[src/rtl/game_pkg.sv]
// Shared geometry constants and brick state encoding for the frame-rate game logic.
package game_pkg;

   localparam int unsigned SCREEN_W   = 640;
   localparam int unsigned SCREEN_H   = 480;
   localparam int unsigned BOARD_W    = 64;
   localparam int unsigned BOARD_Y    = 464;
   localparam int unsigned BOARD_STEP = 4;
   localparam int unsigned BRICK_SIZE = 50;
   localparam int unsigned BRICK_STEP = 2;

   localparam int unsigned BOARD_X_MAX = SCREEN_W - BOARD_W;
   localparam int unsigned BRICK_X_MAX = SCREEN_W - BRICK_SIZE;

   typedef enum logic [1:0] {
      FALL  = 2'd0,
      DROP  = 2'd1,
      CATCH = 2'd2,
      MISS  = 2'd3
   } state_t;

endpackage

[src/rtl/lfsr10.sv]
// Free-running 10-bit Fibonacci LFSR, polynomial x^10 + x^7 + 1; SEED must be non-zero.
module lfsr10 #(
   parameter logic [9:0] SEED = 10'h1A5
) (
   input  logic       dclk,
   input  logic       rst,
   output logic [9:0] lfsr
);

   always_ff @(posedge dclk or posedge rst) begin
      if (rst) lfsr <= SEED;
      else     lfsr <= {lfsr[8:0], lfsr[9] ^ lfsr[6]};
   end

endmodule

[src/rtl/game_ctrl.sv]
// Per-frame game logic: board motion, falling brick, catch/miss scoring and brick respawn.
module game_ctrl
   import game_pkg::*;
#(
   parameter logic [9:0] LFSR_SEED = 10'h1A5
) (
   input  logic       dclk,
   input  logic       rst,
   input  logic       vsync,
   input  logic       btn_left,
   input  logic       btn_right,
   output logic [9:0] board_x,
   output logic [9:0] board_y,
   output logic [9:0] brick_x,
   output logic [9:0] brick_y,
   output logic [7:0] score,
   output logic [3:0] misses,
   output logic       frame_tick
);

   logic        vsync_d;
   logic        tick;
   logic [1:0]  left_sync;
   logic [1:0]  right_sync;
   logic        left_s;
   logic        right_s;
   state_t      state;
   logic [9:0]  lfsr;
   logic [9:0]  respawn_x;
   logic [9:0]  board_nx;
   logic [10:0] board_dec;
   logic [10:0] board_inc;
   logic [10:0] y_new;
   logic        overlap;

   lfsr10 #(.SEED(LFSR_SEED)) u_lfsr (
      .dclk (dclk),
      .rst  (rst),
      .lfsr (lfsr)
   );

   assign board_y = 10'(BOARD_Y);
   assign tick    = vsync & ~vsync_d;
   assign left_s  = left_sync[1];
   assign right_s = right_sync[1];

   // Values above the right limit fold into 79..511, always a legal left edge.
   assign respawn_x = (lfsr > 10'(BRICK_X_MAX)) ? (lfsr - 10'd512) : lfsr;

   always_comb begin
      board_nx  = board_x;
      board_dec = {1'b0, board_x} - 11'(BOARD_STEP);
      board_inc = {1'b0, board_x} + 11'(BOARD_STEP);
      if (left_s && !right_s)
         board_nx = board_dec[10] ? '0 : board_dec[9:0];
      else if (right_s && !left_s)
         board_nx = (board_inc > 11'(BOARD_X_MAX)) ? 10'(BOARD_X_MAX) : board_inc[9:0];
   end

   // Catch test deliberately uses the board position from before this tick's move.
   always_comb begin
      y_new   = {1'b0, brick_y} + 11'(BRICK_STEP);
      overlap = ({1'b0, brick_x} < ({1'b0, board_x} + 11'(BOARD_W))) &&
                (({1'b0, brick_x} + 11'(BRICK_SIZE)) > {1'b0, board_x});
   end

   always_ff @(posedge dclk or posedge rst) begin
      if (rst) begin
         vsync_d    <= 1'b1;
         frame_tick <= 1'b0;
         left_sync  <= '0;
         right_sync <= '0;
         board_x    <= 10'd288;
         brick_x    <= 10'd295;
         brick_y    <= '0;
         score      <= '0;
         misses     <= '0;
         state      <= FALL;
      end else begin
         vsync_d    <= vsync;
         frame_tick <= tick;
         left_sync  <= {left_sync[0], btn_left};
         right_sync <= {right_sync[0], btn_right};
         if (tick) begin
            board_x <= board_nx;
            case (state)
               FALL: begin
                  if ((y_new + 11'(BRICK_SIZE)) >= 11'(BOARD_Y)) begin
                     if (overlap) begin
                        brick_y <= 10'(BOARD_Y - BRICK_SIZE);
                        if (score != '1) score <= score + 8'd1;
                        state   <= CATCH;
                     end else begin
                        brick_y <= y_new[9:0];
                        state   <= DROP;
                     end
                  end else begin
                     brick_y <= y_new[9:0];
                  end
               end
               DROP: begin
                  if ((y_new + 11'(BRICK_SIZE)) >= 11'(SCREEN_H)) begin
                     brick_y <= 10'(SCREEN_H - BRICK_SIZE);
                     if (misses != '1) misses <= misses + 4'd1;
                     state   <= MISS;
                  end else begin
                     brick_y <= y_new[9:0];
                  end
               end
               CATCH, MISS: begin
                  brick_y <= '0;
                  brick_x <= respawn_x;
                  state   <= FALL;
               end
               default: state <= FALL;
            endcase
         end
      end
   end

endmodule
[config.mk]
export PLATFORM = sky130hd
export DESIGN_NAME = game_ctrl
export DESIGN_NICKNAME = d
export VERILOG_FILES = /design/src/rtl/game_pkg.sv /design/src/rtl/lfsr10.sv /design/src/rtl/game_ctrl.sv
export SDC_FILE = /design/constraint.sdc
export NUM_CORES = 1
export LEC_CHECK = 0
export CORE_MARGIN = 10
export CORE_UTILIZATION = 64
export CTS_BUF_LIST = sky130_fd_sc_hd__clkbuf_16
export CTS_CLUSTER_SIZE = 10
export DETAILED_ROUTE_END_ITERATION = 6
export DONT_BUFFER_PORTS = 1
export PLACE_DENSITY = 0.8
export SLEW_MARGIN = 5
export SYNTH_ARGS = -nofsm -noshare
export SYNTH_HDL_FRONTEND = slang
export SYNTH_SLANG_ARGS = --single-unit
[constraint.sdc]
create_clock -name dclk -period 7.7 [get_ports dclk]
set_clock_uncertainty 0.15 [all_clocks]
set_input_delay 1.155 -clock dclk [delete_from_list [all_inputs] [get_ports dclk]]
set_output_delay 1.155 -clock dclk [all_outputs]
set_load 0.1 [all_outputs]
==> results by group <==
Logic synthesis
  • Seq cells post-synth: 57
  • Synth warn: 0
  • EDFF count, synth: 0
  • Post-Syn Instances: 402
  • Synth area leader: dfrtp_1
  • Commonest cells post-synth: 44 x dfrtp_1, 27 x ha_1, 26 x nand2_1
  • Post-synth top flop: dfrtp_1
  • Sequential share of the synthesized area: 37.9%
  • Distinct cell type count after synthesis: a little under 70
  • Dominant cell by count in the synthesized netlist: dfrtp_1
  • Top post-synthesis cells by area: dfrtp_1 29%, dfstp_2 9.0%, ha_1 8.9%
  • Mapped Area: approximately 3800 um^2
  • Async S/R FF share, synth: 100%
  • Synthesized area per cell: 9.47 um^2
  • Area share of the largest cell type after synthesis: just under 30%

STA
  • Max-slew violation count: 0
  • WHS: 0.204 ns
  • Worst-Margin Slew: around 1.2 ns
  • Clock period minus final worst setup slack: between 4 and 5 ns
  • Final Worst Setup Slack: between 3 and 4 ns
  • Rel. slew slack: 20.4%
  • Hold Fails Final Rpt: 0
  • Sum Neg Setup Slack: 0 ns
  • Final period utilization: between 50% and 60%
  • Maximum clock rate: 0.238 GHz
  • RSZ-0062 raised after global routing: no
  • Final setup viols: 0

Floorplanning
  • Die W: around 100 um
  • Rows: 28
  • Die height: around 97 um
  • Die area: approximately 9400 um^2
  • Core area: around 6000 um^2
  • Starting Density: approximately two thirds
  • Ports: slightly below 60

Worst setup path
  • CP Class: reg2reg
  • Max FO, Critical Path: 12
  • Arr. time, crit path: ~4.3 ns
  • Critical Path RT: ~7.8 ns
  • CP Launch Type: flop
  • Reg2Reg Depth: 14
  • Crit end category: flop

Clock network
  • Htree depth: 3
  • Worst-path clk slew: about 0.050 ns
  • TritonCTS clock tree: done
  • # resized after CTS: 0
  • Postcts setup bufs: 0
  • Clock sink total: 57
  • Clock Latency Late Sink: 0.33 ns
  • CTS Hold Bufs: 0
  • Clock root buffer: clkbuf_16
  • Clock Path Buffers: 2
  • CTS Buf Count: 9

GRT
  • Vias in the first global route: a little under 3,000
  • First-pass GRT wire length: 14,700 um
  • Initial antenna violation count: 0
  • Grt ovf: 0
  • Total track usage: a little under a fifth
  • Largest net degree at the start of global routing: 57

Pwr
  • Max VDD drop: 0.329 mV
  • P_sw: roughly 1100 uW
  • Static leakage: roughly 0.0019 uW
  • Pint: 932 uW
  • Switching Fraction: roughly 53%
  • Gate power share: roughly two fifths
  • Clock group share of total power: 22.7%
  • Sequential fraction of design power: a little over a third
  • Power Dens Cells: roughly 480 nW/um^2

Place
  • Gpl congestion: between 0.9 and 1
  • Number of I/O port buffers: 0
  • Post-DP HPWL: 6310 um
  • Placed cells: approximately 460
  • Post-Place Worst Slack: 3.51 ns

Detailed routing
  • Detailed Route WL: 8800 um
  • Avg WL per Cell: 18.4 um
  • Vias: between 3,000 and 4,000
  • First-pass DRT Iterations: 4
  • Residual DRC: 0
  • DRT iter0 DRCs: 178
  • Antenna-violating nets left: 0
  • Via density: about 6.3

Final layout
  • Syn-to-layout area delta: 9.17%
  • Antenna cell count: 0
  • Final instance count without filler cells: ~480
  • Final nets: 432
  • Layout cell share with drive strength beyond 1: between 15 and 20%

Status
  • Status: finished, final reports clean

Hold path
  • HP Class: reg2reg
  • Hold Path Stages: 0

Job
  • Max Cap Viol: 0
[power by group through the flow]
stage | Clock, uW | Combinational (uW) | Sequential (uW)
global placement | 0 | 787 | 722
floorplan | 0 | 578 | 805
CTS | 459 | 816 | 720
finish | 452 | 816 | 720
detailed placement | 0 | 808 | 723
global route | 474 | 903 | 732
[through the flow]
stage / total power, uW / cell area, um^2 / util (%)
after floorplan: 1380 / 3850 / -
after global placement: 1510 / 3810 / 65.1
after detailed placement: 1530 / 3810 / 65.1
after CTS: 1990 / 4160 / 71.0
after global routing: 2110 / 4160 / 71.0
final: 1990 / 4160 / 71.0
[final cells by class]
cell class	instances	area (um^2)
clock buffers	9	225
clock inverters	7	119
fillers	465	1700
inverters	20	75.1
multi-input cells	303	2140
flip-flops and latches	57	1440
well taps	75	93.8
repair buffers	8	60.1
[routing by layer]
metal	GRT usage, %	share of wire (%)
met5	0	0
met4	6.47	0.99
met3	5.76	8.7
met1	21.6	40
met2	31.3	50
[final timing paths]
kind | from | endpoint | slack (ns)
max | brick_x[2]$_DFFE_PP1P_ | score[1]$_DFFE_PP0P_ | 3.50
min | left_sync[0]$_DFF_PP0_ | left_sync[1]$_DFF_PP0_ | 0.20
max reg2reg | brick_x[2]$_DFFE_PP1P_ | score[1]$_DFFE_PP0P_ | 3.50
min reg2reg | left_sync[0]$_DFF_PP0_ | left_sync[1]$_DFF_PP0_ | 0.20
max in group asynchronous | rst | u_lfsr.lfsr[3]$_DFF_PP0_ | 6.17
min in group asynchronous | rst | right_sync[0]$_DFF_PP0_ | 0.39
[critical path: stages, from the launching register on]
cell and delay (ns):
dfstp_2 0.91, ha_1 0.30, a21oi_1 0.10, nand2b_1 0.16, nand4_1 0.12, xnor2_1 0.20
ha_1 0.33, nand3_1 0.08, nor2_1 0.14, a21oi_1 0.10, a22oi_1 0.15, o2bb2ai_1 0.15
nor3_2 0.60, and2_1 0.27, mux2_1 0.33
[flip-flops by register name (all words and copies together) (netlist names)]
signal,count
brick_x,10
u_lfsr.lfsr,10
brick_y,9
board_x,8
score,8
misses,4
left_sync,2
right_sync,2
state,2
frame_tick,1
vsync_d,1
[cells in the final DEF (no fill, tap or decap), types with 3 or more instances in the layout]
cell       Yosys  final
nand2_1       26     26
nor2b_1        3      3
bufinv_16      0      3
a31oi_1       10     10
inv_1         19     18
o22ai_1        5      5
clkbuf_16      0      9
dfrtp_1       44     44
dfstp_2       13     13
o21ai_0       16     16
a21oi_1       24     24
conb_1         2     13
buf_4         16      8
and3_1        14     14
nand3_1       21     21
nor3_1        10     10
nand4_1        6      6
mux2_2         9      9
xor2_1         9      9
a211oi_1       6      6
xnor2_1       18     18
o31ai_1        3      3
ha_1          27     27
nor2_1        21     21
nand2b_1       5      5
[cell families (layout without fill, tap and decap cells)]
family	after synthesis	after routing	share of synthesized area, %
xor gates and xnor gates	29	29	7.07
DFF	57	57	37.9
muxes	12	12	3.52
other	2	13	0.197
AOI/OAI and AO/OA	99	99	17.8
buffers and inverters	53	44	6.97
and+or+nand+nor	122	122	17.2
adders and majority gates	28	28	9.40
No activity file was read; power rests on OpenSTA's default activity.
